<file path="config.mk">
export PLATFORM = sky130hd
export DESIGN_NAME = pc_unit
export DESIGN_NICKNAME = d
export VERILOG_FILES = /design/src/rtl/pc_unit.sv
export SDC_FILE = /design/constraint.sdc
export NUM_CORES = 1
export LEC_CHECK = 0
export BUFFER_PORTS_ARGS = -buffer_cell sky130_fd_sc_hd__buf_4
export CAP_MARGIN = 20
export CORE_ASPECT_RATIO = 1.4
export CORE_MARGIN = 2
export CORE_UTILIZATION = 49
export CTS_BUF_LIST = sky130_fd_sc_hd__clkbuf_8
export DETAILED_ROUTE_END_ITERATION = 6
export PLACE_DENSITY = 0.83
export SYNTH_ARGS = -nofsm -noshare
export SYNTH_HDL_FRONTEND = slang
export SYNTH_SLANG_ARGS = --single-unit
</file>
<file path="constraint.sdc">
create_clock -name clock -period 2.5 [get_ports clock]
set_input_delay 0.375 -clock clock [delete_from_list [all_inputs] [get_ports clock]]
set_output_delay 0.375 -clock clock [all_outputs]
set_load 0.01 [all_outputs]
</file>
<file path="src/rtl/pc_unit.sv">
// Purpose : fetch-stage program counter with prioritised redirects, alignment check and halt/resume.
// Latency : every PC change appears on ADDRESS_OUT one cycle after the deciding edge; flush/misaligned are registered pulses.
// Backpressure: sequential advance only when fetch_valid && fetch_ready && !stall; redirects ignore backpressure.
//
// Ports:
//   clock, reset          - rising-edge clock, synchronous active-high reset
//   fetch_ready, stall    - fetch handshake / hazard hold for sequential advance
//   trap_req/trap_vector  - trap entry (vector forced aligned), honoured in RUN and HALTED
//   mret_req/mret_target  - return from trap, alignment checked
//   branch_taken/_target  - branch/jump redirect, alignment checked
//   halt_req, resume_req  - debug freeze / release
//   ADDRESS_OUT, pc_plus_step, fetch_valid, flush, misaligned, bad_addr, halted - status/outputs
module pc_unit #(
  parameter int                   BIT_WIDTH    = 32,
  parameter logic [BIT_WIDTH-1:0] RESET_VECTOR = '0,
  parameter int                   STEP         = 4,
  parameter int                   ALIGN_BITS   = 2
) (
  input  logic                 clock,
  input  logic                 reset,
  input  logic                 fetch_ready,
  input  logic                 stall,
  input  logic                 branch_taken,
  input  logic [BIT_WIDTH-1:0] branch_target,
  input  logic                 trap_req,
  input  logic [BIT_WIDTH-1:0] trap_vector,
  input  logic                 mret_req,
  input  logic [BIT_WIDTH-1:0] mret_target,
  input  logic                 halt_req,
  input  logic                 resume_req,
  output logic [BIT_WIDTH-1:0] ADDRESS_OUT,
  output logic [BIT_WIDTH-1:0] pc_plus_step,
  output logic                 fetch_valid,
  output logic                 flush,
  output logic                 misaligned,
  output logic [BIT_WIDTH-1:0] bad_addr,
  output logic                 halted
);

  localparam logic [1:0] ST_BOOT   = 2'd0;
  localparam logic [1:0] ST_RUN    = 2'd1;
  localparam logic [1:0] ST_HALTED = 2'd2;

  // Low address bits that must be zero in a legal redirect target.
  localparam logic [BIT_WIDTH-1:0] ALIGN_MASK = BIT_WIDTH'((64'd1 << ALIGN_BITS) - 64'd1);

  logic [1:0]           state_q, state_d;
  logic [BIT_WIDTH-1:0] pc_q, pc_d;
  logic                 flush_q, flush_d;
  logic                 mis_q, mis_d;
  logic [BIT_WIDTH-1:0] bad_addr_q, bad_addr_d;

  logic [BIT_WIDTH-1:0] trap_aligned;
  logic                 mret_bad;
  logic                 branch_bad;

  assign trap_aligned = trap_vector & ~ALIGN_MASK;
  assign mret_bad     = (mret_target & ALIGN_MASK) != '0;
  assign branch_bad   = (branch_target & ALIGN_MASK) != '0;

  always_comb begin
    state_d    = state_q;
    pc_d       = pc_q;
    flush_d    = 1'b0;
    mis_d      = 1'b0;
    bad_addr_d = bad_addr_q;
    case (state_q)
      ST_BOOT: begin
        state_d = ST_RUN;
      end
      ST_RUN: begin
        // One action per cycle; a rejected redirect still consumes the cycle.
        if (trap_req) begin
          pc_d    = trap_aligned;
          flush_d = 1'b1;
        end else if (mret_req) begin
          if (mret_bad) begin
            mis_d      = 1'b1;
            bad_addr_d = mret_target;
          end else begin
            pc_d    = mret_target;
            flush_d = 1'b1;
          end
        end else if (branch_taken) begin
          if (branch_bad) begin
            mis_d      = 1'b1;
            bad_addr_d = branch_target;
          end else begin
            pc_d    = branch_target;
            flush_d = 1'b1;
          end
        end else if (halt_req) begin
          state_d = ST_HALTED;
        end else if (fetch_ready && !stall) begin
          pc_d = pc_plus_step;
        end
      end
      ST_HALTED: begin
        // Traps still land while frozen so the handler address is ready on resume.
        if (trap_req) begin
          pc_d    = trap_aligned;
          flush_d = 1'b1;
        end
        if (resume_req) begin
          state_d = ST_RUN;
        end
      end
      default: begin
        state_d = ST_BOOT;
      end
    endcase
  end

  always_ff @(posedge clock) begin
    if (reset) begin
      state_q    <= ST_BOOT;
      pc_q       <= RESET_VECTOR;
      flush_q    <= 1'b0;
      mis_q      <= 1'b0;
      bad_addr_q <= '0;
    end else begin
      state_q    <= state_d;
      pc_q       <= pc_d;
      flush_q    <= flush_d;
      mis_q      <= mis_d;
      bad_addr_q <= bad_addr_d;
    end
  end

  assign ADDRESS_OUT  = pc_q;
  assign pc_plus_step = pc_q + BIT_WIDTH'(STEP);  // wraps silently
  assign fetch_valid  = (state_q == ST_RUN);
  assign halted       = (state_q == ST_HALTED);
  assign flush        = flush_q;
  assign misaligned   = mis_q;
  assign bad_addr     = bad_addr_q;

endmodule

</file>
==> metrics.md <==
| Metric | Value |
|---|---|
| Total power draw | 6.47 mW |
| Seq/Total Area, Yosys | 30.2% |
| Site Rows | 41 |
| Number of global-route vias before repair | 5143 |
| Diodes inserted | 0 |
| Fillcell total | 706 |
| TritonRoute pass-1 iters | 6 |
| Data required, critical path | 2.12 ns |
| Crit path launch | ADDRESS_OUT[3] |
| Synth Area per Inst | just under 8 µm² |
| CTS tree | yes |
| Nets@finish | 898 |
| Unrepaired setup endpoints after global routing | yes |
| Critical path type | flip-flop to output port |
| Critical Path AT | between 2 and 2.5 ns |
| Slew Limit Fails | 0 |
| Die outline area | roughly 10000 µm² |
| Worst r2r src | state_q[0] |
| R2R setup slack | 0.27 ns |
| Pwr/cell area | 966 nW/µm² |
| Asr flop ratio synth | 0% |
| Number of distinct library cells after synthesis | between 60 and 70 |
| Synth area leaders | dfxtp_1, mux2i_1, nor2_1 |
| Clock root buffer | clkbuf_8 |
| Initial DRC Count | 572 |
| Hold Path Origin | trap_req |
| Pin count of the biggest net entering global routing | 56 |
| Hold_buf cts | 0 |
| Die width | 85.0 µm |
| R2r endpoint | ADDRESS_OUT[15] |
| First-pass GRT wire length | 26500 µm |
| Initial antenna violation count | 0 |
| Die Span Y | 117 µm |
| Vias | roughly 5.5k |
| CP endpoint kind | output port |
| Achievable Freq | 396 MHz |
| Drt wl/cell | 19.4 µm |
| Commonest register cell after synthesis | dfxtp_1 |
| H-tree depth | 3 |
| Period utilisation layout | 101% |
| Reg2Reg Depth | 7 |
| P&R area growth vs syn | 48.9% |
| Post-DP HPWL | 13100 µm |
| Reg area | 1390 µm² |
| Max-cap viol count | 0 |
| Pleak | 3.02 nW |
| Multi-input gate area | 2960 µm² |
| Maximum VDD drop | 734 µV |
| Initial Util | 50.1% |
| GRT overflow | 0 |
| Post-place setup slack | 0.199 ns |
| RePlAce Congestion | around 0.94 |
| Routed Wire Length | 17400 µm |
| Final setup vio count | 1 |
| Mapped Cells | 568 |
| Remaining antenna violation count after routing | 0 |
| Post-synthesis sequential element count | 68 |
| Worst-Skew Late Latency | between 0.3 and 0.4 ns |
| Synth area leader | dfxtp_1 |
| Hold Path Stages | 2 |
| Min Tclk post-route | 2.53 ns |
| Status | complete, but fails checks |
| Synthesized area | 4500 µm² |
| Number of synthesized flops with an enable pin | 0 |
| Clk sinks | 68 |
| Critical-path maximum fanout | 5 |
| IO Count | 205 |
| Hold WC Path Type | primary input to flip-flop |
| Synthesized Nets | 679 |
| Top cell type's share of synthesized area | 30.2% |
| Worst-path clk slew | 0.08 ns |
| Worst setup SP type | flip-flop |
| Synth warnings | 0 |
| GRT Resource Usage Total | 33.1% |
| Hold Slack | around 0.29 ns |
| Max Buffers Root-to-Sink | 2 |
| Fin worst setup slack | -0.0267 ns |
| Layout cell share with drive strength beyond 1 | 40.4% |
| Total CTS buffers | 9 |
| Final hold vios | 0 |
| Core area | roughly 9000 µm² |
| Number of vias per cell | a little over 6 |
| Buffers on Ports | 202 |
| Slew headroom | 56.7% |
| Clock Skew | 0.00515 ns |
| Drt drc | 0 |
| Hold EP | misaligned |
| Violations in the final reports | setup timing |
| Post-Route Utilization | 74.7% |
| Least-Margin Pin Slew | 0.642 ns |
[through the flow]
step | std cells | cell area, µm² | setup TNS [ns]
3_5_place_dp | 867 | 6270 | 0
3_3_place_gp | 867 | 6270 | 0
4_1_cts | 893 | 6580 | -0.0318
5_1_grt | 899 | 6700 | -0.295
2_1_floorplan | 568 | 4500 | 0
6_report | 899 | 6700 | -0.0267
[routing by layer]
metal,vias up,global-route usage (%),share of wire [%],wire length (µm)
li1,2543,-,-,-
met1,2600,42.3,38,6660
met2,346,53.7,49,8440
met3,57,7.11,9.5,1650
met4,0,13.5,3.7,652
met5,-,0,0,0
[placed cells by master, fill, tap and decap left out, types with 10 or more instances in the layout]
master	instances
a221o_1	10
dfxtp_1	56
a21oi_1	29
o21ai_0	20
xor2_1	14
nor2_1	71
nand2_1	47
nand3_1	10
o211ai_1	10
clkbuf_8	11
inv_1	12
nor3_1	16
buf_4	256
xnor2_1	10
a211oi_1	32
mux2i_1	34
[flip-flops by register name, indices dropped and copies added (netlist names)]
register	flops
state_q	2
bad_addr	32
flush	1
misaligned	1
ADDRESS_OUT	32
[cell families after synthesis]
family	synth area share, %
flops	30.2
simple gates	22.7
fa+ha+maj	1.67
mux	7.81
xor+xnor	5.06
buf+inv	5.84
compound gates	26.7
[critical path, cell delays in order (launching register included)]
cell	delay, ns
dfxtp_4	0.39
nand4_2	0.12
or4_4	0.55
nor2_4	0.17
and4_4	0.26
xor2_1	0.16
buf_4	0.14
[where the power goes]
| part | internal [mW] | switching (mW) |
|---|---|---|
| clock network | 0.508 | 0.444 |
| registers | 1.44 | 0.293 |
| logic | 1.77 | 2.02 |
| total | 3.71 | 2.76 |
[cell type report]
| cell class | instances | area share (%) |
|---|---|---|
| tap | 107 | 2.00 |
| multi-input combinational | 438 | 44.2 |
| clock buffer | 11 | 2.26 |
| sequential | 68 | 20.7 |
| timing repair buffer | 259 | 29.4 |
| inverter | 11 | 0.616 |
| clock inverter | 5 | 0.765 |
[worst max-delay path by stage]
| stage | slack, ns | cells past startpoint | to |
|---|---|---|---|
| CTS | -0.03 | 6 | pc_plus_step[27] |
| global route | -0.07 | 6 | pc_plus_step[27] |
| finish | -0.03 | 6 | pc_plus_step[27] |
| detailed placement | 0.20 | 6 | pc_plus_step[27] |
| global placement | 0.23 | 6 | pc_plus_step[27] |
| floorplan | 0.23 | 6 | pc_plus_step[27] |
[cell usage after synthesis (4+ instances only)]
master	n
a211oi_1	32
a21oi_1	29
a221o_1	10
a22o_1	6
a311oi_1	7
and3_1	4
buf_1	4
buf_2	12
clkbuf_1	32
dfxtp_1	68
ha_1	6
inv_1	11
mux2i_1	34
nand2_1	49
nand2b_1	6
nand3_1	12
nand4_1	8
nor2_1	74
nor2b_1	8
nor3_1	16
nor4_1	5
o211ai_1	10
o21ai_0	20
o31a_1	5
o31ai_1	5
o32ai_1	4
or2_2	5
or3_1	4
xnor2_1	11
xor2_1	15
[what timing repair did]
action	4_1_cts	5_1_grt
buffers inserted	10	6
pin swaps	8	12
resized for setup	13	20
setup endpoints to repair	14	16
No activity file was read; power rests on OpenSTA's default activity.
